--- src/rtl/btn_set_ctrl.sv ---
`default_nettype none
// ============================================================================
// Module   : btn_set_ctrl
// Brief    : Button synchronizer/debouncer and time-setting mode controller
//            with auto-repeat and inactivity timeout for the digital clock.
// Revision : 1.0
// ============================================================================
module btn_set_ctrl #(
   parameter int DB_CYCLES      = 20000,
   parameter int LONG_CYCLES    = 1000000,
   parameter int REP_CYCLES     = 200000,
   parameter int TIMEOUT_CYCLES = 50000000
) (
   input  logic       clk,
   input  logic       rst_n,
   input  logic       btn_mode,
   input  logic       btn_up,
   input  logic       btn_down,
   output logic [1:0] mode,
   output logic       inc_pulse,
   output logic       dec_pulse,
   output logic       sec_clear,
   output logic       blink_en
);

   localparam int c_db_w     = $clog2(DB_CYCLES) + 1;
   localparam int c_hold_max = (LONG_CYCLES > REP_CYCLES) ? LONG_CYCLES : REP_CYCLES;
   localparam int c_hold_w   = $clog2(c_hold_max) + 1;
   localparam int c_idle_w   = $clog2(TIMEOUT_CYCLES) + 1;

   localparam logic [c_db_w-1:0]   c_db_last   = c_db_w'(DB_CYCLES - 1);
   localparam logic [c_hold_w-1:0] c_long_last = c_hold_w'(LONG_CYCLES - 1);
   localparam logic [c_hold_w-1:0] c_rep_last  = c_hold_w'(REP_CYCLES - 1);
   localparam logic [c_idle_w-1:0] c_idle_last = c_idle_w'(TIMEOUT_CYCLES - 1);

   localparam int c_btn_mode = 0;
   localparam int c_btn_up   = 1;
   localparam int c_btn_dn   = 2;

   typedef enum logic [1:0] {
      ST_NORMAL  = 2'd0,
      ST_SET_HR  = 2'd1,
      ST_SET_MIN = 2'd2,
      ST_SET_SEC = 2'd3
   } state_t;

   logic [2:0] w_raw;
   logic [2:0] w_stable;
   logic [2:0] stable_dly_q;
   logic [2:0] press_q;

   assign w_raw = {btn_down, btn_up, btn_mode};

   // Per-button 2-flop synchronizer followed by a run-length debouncer.
   for (genvar gi = 0; gi < 3; gi++) begin : g_btn
      logic              sync1_q;
      logic              sync2_q;
      logic              stable_q;
      logic [c_db_w-1:0] db_cnt_q;

      always_ff @(posedge clk or negedge rst_n) begin
         if (!rst_n) begin
            sync1_q  <= 1'b0;
            sync2_q  <= 1'b0;
            stable_q <= 1'b0;
            db_cnt_q <= '0;
         end else begin
            sync1_q <= w_raw[gi];
            sync2_q <= sync1_q;
            if (sync2_q == stable_q) begin
               db_cnt_q <= '0;
            end else if (db_cnt_q == c_db_last) begin
               stable_q <= ~stable_q;
               db_cnt_q <= '0;
            end else begin
               db_cnt_q <= db_cnt_q + 1'b1;
            end
         end
      end

      assign w_stable[gi] = stable_q;
   end

   always_ff @(posedge clk or negedge rst_n) begin
      if (!rst_n) begin
         stable_dly_q <= '0;
         press_q      <= '0;
      end else begin
         stable_dly_q <= w_stable;
         press_q      <= w_stable & ~stable_dly_q;
      end
   end

   state_t              state_q;
   logic                inc_q;
   logic                dec_q;
   logic                sclr_q;
   logic                blink_q;
   logic                rep_on_q;
   logic                rep_dn_q;
   logic                rep_periodic_q;
   logic [c_hold_w-1:0] hold_cnt_q;
   logic [c_idle_w-1:0] idle_cnt_q;

   logic   w_md_press;
   logic   w_up_press;
   logic   w_dn_press;
   logic   w_st_up;
   logic   w_st_dn;
   logic   w_acc_up;
   logic   w_acc_dn;
   logic   w_hold_ok;
   logic   w_hold_end;
   logic   w_rep_fire;
   logic   w_idle_end;
   state_t w_mode_next;

   assign w_md_press  = press_q[c_btn_mode];
   assign w_up_press  = press_q[c_btn_up];
   assign w_dn_press  = press_q[c_btn_dn];
   assign w_st_up     = w_stable[c_btn_up];
   assign w_st_dn     = w_stable[c_btn_dn];
   // A press is rejected whenever the opposite button is debounced-high,
   // which also covers both pressing in the same cycle.
   assign w_acc_up    = w_up_press & ~w_st_dn;
   assign w_acc_dn    = w_dn_press & ~w_st_up;
   assign w_hold_ok   = rep_dn_q ? (w_st_dn & ~w_st_up) : (w_st_up & ~w_st_dn);
   assign w_hold_end  = rep_periodic_q ? (hold_cnt_q == c_rep_last)
                                       : (hold_cnt_q == c_long_last);
   assign w_rep_fire  = rep_on_q & w_hold_ok & w_hold_end;
   assign w_idle_end  = (idle_cnt_q == c_idle_last);
   assign w_mode_next = state_t'(state_q + 2'd1);

   always_ff @(posedge clk or negedge rst_n) begin
      if (!rst_n) begin
         state_q        <= ST_NORMAL;
         inc_q          <= 1'b0;
         dec_q          <= 1'b0;
         sclr_q         <= 1'b0;
         blink_q        <= 1'b0;
         rep_on_q       <= 1'b0;
         rep_dn_q       <= 1'b0;
         rep_periodic_q <= 1'b0;
         hold_cnt_q     <= '0;
         idle_cnt_q     <= '0;
      end else begin
         inc_q  <= 1'b0;
         dec_q  <= 1'b0;
         sclr_q <= 1'b0;
         if (w_md_press) begin
            state_q    <= w_mode_next;
            blink_q    <= (w_mode_next != ST_NORMAL);
            rep_on_q   <= 1'b0;
            hold_cnt_q <= '0;
            idle_cnt_q <= '0;
         end else begin
            case (state_q)
               ST_NORMAL: begin
                  rep_on_q   <= 1'b0;
                  hold_cnt_q <= '0;
                  idle_cnt_q <= '0;
               end
               ST_SET_SEC: begin
                  if (w_up_press | w_dn_press) begin
                     sclr_q     <= 1'b1;
                     idle_cnt_q <= '0;
                  end else if (w_idle_end) begin
                     state_q    <= ST_NORMAL;
                     blink_q    <= 1'b0;
                     idle_cnt_q <= '0;
                  end else begin
                     idle_cnt_q <= idle_cnt_q + 1'b1;
                  end
               end
               default: begin
                  if (w_acc_up | w_acc_dn) begin
                     inc_q          <= w_acc_up;
                     dec_q          <= w_acc_dn;
                     rep_on_q       <= 1'b1;
                     rep_dn_q       <= w_acc_dn;
                     rep_periodic_q <= 1'b0;
                     hold_cnt_q     <= '0;
                     idle_cnt_q     <= '0;
                  end else begin
                     if (rep_on_q) begin
                        if (!w_hold_ok) begin
                           rep_on_q   <= 1'b0;
                           hold_cnt_q <= '0;
                        end else if (w_hold_end) begin
                           inc_q          <= ~rep_dn_q;
                           dec_q          <= rep_dn_q;
                           rep_periodic_q <= 1'b1;
                           hold_cnt_q     <= '0;
                        end else begin
                           hold_cnt_q <= hold_cnt_q + 1'b1;
                        end
                     end
                     // Timeout overrides any repeat state set above.
                     if (w_up_press | w_dn_press | w_rep_fire) begin
                        idle_cnt_q <= '0;
                     end else if (w_idle_end) begin
                        state_q    <= ST_NORMAL;
                        blink_q    <= 1'b0;
                        rep_on_q   <= 1'b0;
                        hold_cnt_q <= '0;
                        idle_cnt_q <= '0;
                     end else begin
                        idle_cnt_q <= idle_cnt_q + 1'b1;
                     end
                  end
               end
            endcase
         end
      end
   end

   assign mode      = state_q;
   assign inc_pulse = inc_q;
   assign dec_pulse = dec_q;
   assign sec_clear = sclr_q;
   assign blink_en  = blink_q;

endmodule
`default_nettype wire

--- config.mk ---
export PLATFORM = sky130hd
export DESIGN_NAME = btn_set_ctrl
export DESIGN_NICKNAME = d
export VERILOG_FILES = /design/src/rtl/btn_set_ctrl.sv
export SDC_FILE = /design/constraint.sdc
export NUM_CORES = 1
export LEC_CHECK = 0
export BUFFER_PORTS_ARGS = -buffer_cell sky130_fd_sc_hd__buf_2
export CAP_MARGIN = 5
export CORE_AREA = 2 2 107 109
export DETAILED_ROUTE_END_ITERATION = 12
export DIE_AREA = 0 0 109 111
export GPL_TIMING_DRIVEN = 0
export PLACE_DENSITY = 0.84
export SYNTH_ARGS = -nofsm -noshare
export SYNTH_HDL_FRONTEND = slang
export SYNTH_SLANG_ARGS = --single-unit
--- constraint.sdc ---
create_clock -name clk -period 2.16 [get_ports clk]
set_input_delay 0.432 -clock clk [delete_from_list [all_inputs] [get_ports clk]]
set_output_delay 0.432 -clock clk [all_outputs]
set_load 0.02 [all_outputs]
==> flow_summary.toml, run 1 <==
[outcome]
status = "finished with violations"
violations = "setup timing"

[synth]
ys_ff_latch = 120
synth.most_common_cell = "dfrtp_1"
synth_top_area_cell = "dfrtp_1"
synth.area.mux_share = 0.0108
ys_warn_count = 0
synthFlopType = "dfrtp_1"
synthSimpleGateAreaFrac = 0.249
synthTopCellsByArea = "dfrtp_1 51%, nor2_1 6.7%, xor2_1 5.9%, xnor2_1 4.3%, nand2_1 3.0%"
syn_nets = 622
syn_inst = 610
yosys.area_share.xor_xnor = 0.102
synth_top_family_by_area = "simple AND/OR/NAND/NOR gates"
avgSynthCellArea_um2 = 9.72
synth_top_cell_area_share = 0.506
synth_area_um2 = 5930
ys_top_cells_by_count = "120 x dfrtp_1, 106 x nor2_1, 48 x nand2_1"
async_flop_share = 1.00
synth-adder-area-share = 0.0148
synth_compound_area_frac = 0.0892
synth-seq-area-share = 0.506
ys_types = 61
synth_edf_count = 0

[hold_path]
worstHoldPathCells = 1
hp-class = "primary input to flop"
holdPathEnd = "g_btn[1].sync1_q$_DFF_PN0_"
hp-start = "btn_up"

[timing]
whs_ns = 0.124
final-hold-violation-count = 0
period_share = 1.10
fin_skew_ns = 0.00768
relSlewSlack = 0.562
fin_ws_ns = -0.219
setup_viol_count_final = 47
grt_setup_unrepaired = "yes"
period_needed_ns = 2.38
fmax_ghz = 0.420
worstMarginPinSlew_ns = 0.657
finalMaxSlewViolations = 0

[clocking]
clk_latency_ns = 0.42
clkTransAtPathRegs_ns = 0.06
cts_buffers = 17
htree_levels = 4
ctsLongestPathBuffers = 2
clock-root-buffer = "clkbuf_16"
cts_tree = "built"
cts_num_sinks = 120

[worst_setup_path]
cp-start-kind = "flop"
rr_worst_depth = 7
path_max_fanout = 4
r2r_setup_slack_ns = -0.22
crit_required_ns = 2.46
r2r_end = "hold_cnt_q[17]$_DFFE_PN0P_"
crit_path_top_delay_cell = "or4b_1"
crit_cells = 7
r2r_start = "hold_cnt_q[11]$_DFFE_PN0P_"
cp.arrival_ns = 2.68
crit_family = "compound AO/OA/AOI/OAI gates"
crit_chain = "or4b_1 -> o22a_4 -> buf_4 -> o31a_1 -> buf_6 -> a221o_1 -> o221a_2"
criticalPathCategory = "flop to flop"
endpoint_kind = "flop"
path_buf_inv = 2
max_stage_delay_ns = 0.54

[drt]
post_drt_wl_per_cell_um = 17.9
detail_route.iter0.violations = 498
num_vias = 4957
drcViolationCount = 0
ant_nets = 0
drt_wl_total_mm = 14.7
avgViaCountPerCell = 6.05
dr.pass1.iters = 7

[die]
die_w_um = 109
start_util = 0.536
io_pins = 11
num_rows = 39
die_area_um2 = 12100
core-area_um2 = 11100
die_y_um = 111

[grt]
grt_usage = 0.249
grt_pass1_wl_mm = 23.4
grt-ovfl-total = 0
antenna_found_initial = 0
grt_max_degree = 68
grt_pass1_vias = 4973

[cells_and_area]
drive_gt1_frac = 0.230
num-fill-cells = 787
stdcell_area_um2 = 7370
syn_to_final_growth_pct = 24.3
fin_util = 0.666
diodes = 0
finalNetCount = 677

[placement]
dp_hpwl_mm = 8.55
portBuffers = 10
gp_congestion = 0.884
dpl_cell_area_um2 = 6230
dp_slack_ns = -0.344

[flow_run]
max-cap-violations = 0

[power]
peakVddDrop_uv = 618
power_density_nw_per_um2 = 724
p_leak_nw = 2.97
[state kept, by name, indices dropped and copies added, names as in the netlist]
| signal | count |
|---|---|
| blink_en | 1 |
| dec_pulse | 1 |
| g_btn.db_cnt_q | 48 |
| g_btn.stable_q | 3 |
| g_btn.sync1_q | 3 |
| g_btn.sync2_q | 3 |
| hold_cnt_q | 21 |
| idle_cnt_q | 27 |
| inc_pulse | 1 |
| mode | 2 |
| press_q | 3 |
| rep_dn_q | 1 |
| rep_on_q | 1 |
| rep_periodic_q | 1 |
| sec_clear | 1 |
| stable_dly_q | 3 |
[layer usage]
metal	wire, um	vias up	global-route usage
met5	0	-	0
met3	896	58	0.0600
met4	555	0	0.123
met2	7530	198	0.412
li1	-	2257	-
met1	5730	2444	0.300
[worst register-to-register path: stages, from the launching register on]
cell and delay [ns]:
dfrtp_1 0.40, or4b_1 0.54, o22a_4 0.24, buf_4 0.14
o31a_1 0.35, buf_6 0.16, a221o_1 0.31, o221a_2 0.14
[layout make-up]
type | instances | area, um2 | area share
plain buffers | 16 | 128 | 0.0173
multi-input cells | 457 | 3070 | 0.416
inverters | 15 | 56.3 | 0.00764
flip-flops and latches | 120 | 3010 | 0.408
clock inverters | 12 | 175 | 0.0238
repair buffers | 38 | 317 | 0.0429
clock buffers | 19 | 443 | 0.0601
well taps | 143 | 179 | 0.0243
[stage by stage]
step           cells  setup TNS [ns]  power [W]
2_1_floorplan    610         -0.0894    0.00236
3_3_place_gp     763          -92.69    0.00241
3_5_place_dp     764          -11.51    0.00243
4_1_cts          811           -5.00    0.00536
5_1_grt          820           -9.73    0.00551
6_report         820           -6.97    0.00534
[kinds of logic after synthesis]
logic type | count (synthesis)
compound gates | 80
flops | 120
simple gates | 295
mux | 6
fa+ha+maj | 7
buf+inv | 33
xor+xnor | 69
[how the worst max path moves through the flow]
stage	end	start	slack, ns
after global placement	g_btn[2].db_cnt_q[13]$_DFF_PN0_	rst_n	-0.73
after detailed placement	hold_cnt_q[17]$_DFFE_PN0P_	idle_cnt_q[0]$_DFF_PN0_	-0.34
after floorplan	hold_cnt_q[3]$_DFFE_PN0P_	g_btn[2].stable_q$_DFFE_PN0P_	-0.02
after global routing	hold_cnt_q[10]$_DFFE_PN0P_	hold_cnt_q[11]$_DFFE_PN0P_	-0.29
final	hold_cnt_q[17]$_DFFE_PN0P_	hold_cnt_q[11]$_DFFE_PN0P_	-0.22
after CTS	hold_cnt_q[14]$_DFFE_PN0P_	hold_cnt_q[11]$_DFFE_PN0P_	-0.19
[cells in the final DEF, fill, tap and decap left out, types with 4 or more instances in the layout]
master	Yosys	routed
inv_1	15	15
nor2_1	106	81
o21ai_2	1	4
and3_1	7	5
nor2b_1	8	8
nand4_1	24	24
or3_1	8	7
and2_1	4	4
nand3_1	34	32
nand2_1	48	47
dfrtp_1	120	114
and4_1	7	6
a21oi_2	1	7
nor2_4	0	8
xnor2_1	29	29
buf_6	5	13
o21ai_1	2	4
dfrtp_2	0	6
o21ai_0	19	14
a21oi_4	1	4
buf_2	3	12
nor3_1	13	11
ha_1	7	7
a21oi_1	21	12
clkbuf_1	9	5
xor2_1	40	40
o31ai_1	7	6
nor4b_1	7	7
clkbuf_16	0	17
nor2_2	0	17
buf_4	1	19
nand2b_1	6	6
bufinv_16	0	4
nor4_1	5	4
[timing repair]
action                                  in CTS  in global routing
resized for setup                           52                 49
pin swaps                                   27                 17
endpoints found under the setup margin      68                 66
cloned                                       4                  1
hold buffers                                 1                  0
buffers inserted                            12                 10
hold endpoints to repair                    53                  0
[power by group]
part | total, W | internal (W) | switching [W]
combinational | 0.000101 | 0.0000289 | 0.0000721
clock | 0.00295 | 0.00195 | 0.00100
sequential | 0.00229 | 0.00227 | 0.0000165
total | 0.00534 | 0.00425 | 0.00109
No activity file was read; power rests on OpenSTA's default activity.
==> run 2: changes to the inputs <==
--- a/config.mk
+++ b/config.mk
@@ -11,7 +11,7 @@
 export DETAILED_ROUTE_END_ITERATION = 12
 export DIE_AREA = 0 0 109 111
 export GPL_TIMING_DRIVEN = 0
-export PLACE_DENSITY = 0.84
+export PLACE_DENSITY = 0.73
 export SYNTH_ARGS = -nofsm -noshare
 export SYNTH_HDL_FRONTEND = slang
 export SYNTH_SLANG_ARGS = --single-unit
==> flow_summary.toml, run 2 (synthesis gave the netlist of run 1 again) <==
[outcome]
status = "finished with violations"
violations = "setup timing"

[drt]
num_vias = 4777
drt_wl_total_mm = 13.3
detail_route.iter0.violations = 292
dr.pass1.iters = 5
post_drt_wl_per_cell_um = 16.1
drcViolationCount = 0
ant_nets = 0
avgViaCountPerCell = 5.78

[cells_and_area]
drive_gt1_frac = 0.234
reg_top3 = "g_btn.db_cnt_q: 48 flops, idle_cnt_q: 27 flops, hold_cnt_q: 21 flops"
regArea_um2 = 3010
largest_reg_flops = 48
final_common_cell = "dfrtp_1"
finalNetCount = 683
regMostFlops = "g_btn.db_cnt_q"
diodes = 0
final_cell_mix = "114 x dfrtp_1, 83 x nor2_1, 48 x nand2_1"
stdcell_area_um2 = 7310
multi_input_area_um2 = 3030
syn_to_final_growth_pct = 23.3
stdcell_count = 827
num-fill-cells = 833

[worst_setup_path]
crit_path_top_delay_cell = "or4b_4"
crit_required_ns = 2.49
rr_worst_depth = 7
crit_family = "simple AND/OR/NAND/NOR gates"
cp-start-kind = "flop"
criticalPathCategory = "flop to flop"
cp.arrival_ns = 2.68
r2r_setup_slack_ns = -0.19
r2r_start = "hold_cnt_q[10]$_DFFE_PN0P_"
crit_chain = "or4b_4 -> o22a_4 -> or4_4 -> a21oi_4 -> buf_6 -> o221ai_1 -> o31ai_1"
path_max_fanout = 5
endpoint_kind = "flop"
r2r_end = "hold_cnt_q[3]$_DFFE_PN0P_"
max_stage_delay_ns = 0.53
path_buf_inv = 1

[placement]
gp_congestion = 0.885
portBuffers = 10
dpl_cell_area_um2 = 6230
dp_cells = 764
dp_hpwl_mm = 7.89

[timing]
relSlewSlack = 0.543
grt_setup_unrepaired = "yes"
final-hold-violation-count = 0
period_share = 1.09
setup_tns_ns = -5.95
setup_viol_count_final = 45
fin_skew_ns = 0.00657
worstMarginPinSlew_ns = 0.680
fmax_ghz = 0.425
fin_ws_ns = -0.195
period_needed_ns = 2.35
finalMaxSlewViolations = 0

[grt]
antenna_found_initial = 0
grt_max_degree = 75
grt_pass1_wl_mm = 22.3
grt_pass1_vias = 4725
grt-ovfl-total = 0
grt_usage = 0.236

[power]
switching_share = 0.230
power_switching_w = 0.00116
seqPwrFrac = 0.453
peakVddDrop_uv = 626
power_density_nw_per_um2 = 690
p_leak_nw = 2.95
power.clock.fraction = 0.527
p_comb_frac = 0.020
p_int_w = 0.00389

[die]
die_area_um2 = 12100
num_rows = 39
die_w_um = 109
core-area_um2 = 11100
start_util = 0.536
die_y_um = 111
io_pins = 11

[clocking]
cts_num_sinks = 120
clk_latency_ns = 0.42
clock-root-buffer = "clkbuf_16"
clkTransAtPathRegs_ns = 0.06
cts_buffers = 17
htree_levels = 4
ctsLongestPathBuffers = 2
cts_tree = "built"

[flow_run]
max-cap-violations = 0

[hold_path]
worstHoldPathCells = 1
hp-start = "btn_mode"
holdPathEnd = "g_btn[0].sync1_q$_DFF_PN0_"
hp-class = "primary input to flop"
run 2: cell types whose count changed in the layout (fill, tap and decap cells not counted), sizes merged:
cell,change
clkinv,-1
buf,+5
bufinv,-3
clkbuf,+1
clkinvlp,+3
inv,+2
run 2: final cells by class:
class | instances | area share
Clock buffer | 19 | 0.0592
Multi-Input combinational cell | 457 | 0.414
Buffer | 17 | 0.0183
Tap cell | 143 | 0.0245
Timing Repair Buffer | 43 | 0.0477
Sequential cell | 120 | 0.412
Clock inverter | 13 | 0.0169
Inverter | 15 | 0.00770
run 2: worst max-delay path by stage:
stage	from	endpoint	slack [ns]	cells past startpoint
4_1_cts	hold_cnt_q[11]$_DFFE_PN0P_	hold_cnt_q[3]$_DFFE_PN0P_	-0.17	7
6_report	hold_cnt_q[10]$_DFFE_PN0P_	hold_cnt_q[3]$_DFFE_PN0P_	-0.19	7
3_5_place_dp	idle_cnt_q[0]$_DFF_PN0_	hold_cnt_q[17]$_DFFE_PN0P_	-0.39	8
5_1_grt	hold_cnt_q[11]$_DFFE_PN0P_	hold_cnt_q[3]$_DFFE_PN0P_	-0.27	7
3_3_place_gp	rst_n	g_btn[2].db_cnt_q[0]$_DFF_PN0_	-0.77	1
2_1_floorplan	g_btn[2].stable_q$_DFFE_PN0P_	hold_cnt_q[3]$_DFFE_PN0P_	-0.02	7
run 2: worst reg2reg max path, delay by kind of cell (launching register included):
family	cells	cell delay, ns
AND/OR/NAND/NOR	2	0.98
AO/OA/AOI/OAI	4	0.70
flip-flops	1	0.41
buffers and inverters	1	0.17
run 2: metal layers:
metal	wire [um]	track usage	up-vias
met2	6570	0.363	151
met5	0	0	-
li1	-	-	2256
met3	669	0.0694	48
met4	438	0.115	0
met1	5620	0.304	2322
run 2: metrics by stage:
| stage | power, W | hold WS [ns] | worst slack [ns] | utilization |
|---|---|---|---|---|
| 2_1_floorplan | 0.00236 | 0.136 | -0.0240 | - |
| 3_3_place_gp | 0.00241 | 0.332 | -0.770 | 0.559 |
| 3_5_place_dp | 0.00243 | 0.336 | -0.387 | 0.562 |
| 4_1_cts | 0.00508 | 0.107 | -0.165 | 0.638 |
| 5_1_grt | 0.00521 | 0.104 | -0.267 | 0.660 |
| 6_report | 0.00505 | 0.113 | -0.195 | 0.660 |
run 2: power groups by stage:
stage	Combinational (W)	Sequential (W)	Clock, W
finish	0.000101	0.00229	0.00266
CTS	0.000105	0.00229	0.00269
detailed placement	0.000101	0.00232	0
global route	0.000121	0.00229	0.00280
floorplan	0.0000375	0.00232	0
global placement	0.0000916	0.00232	0
run 2: timing repair:
item	in CTS	in global routing
gates resized for setup	43	54
setup endpoints to repair	52	74
hold buffers	1	0
pin swaps	31	15
endpoints found under the hold margin	46	0
setup buffers	14	13
gates cloned	5	1
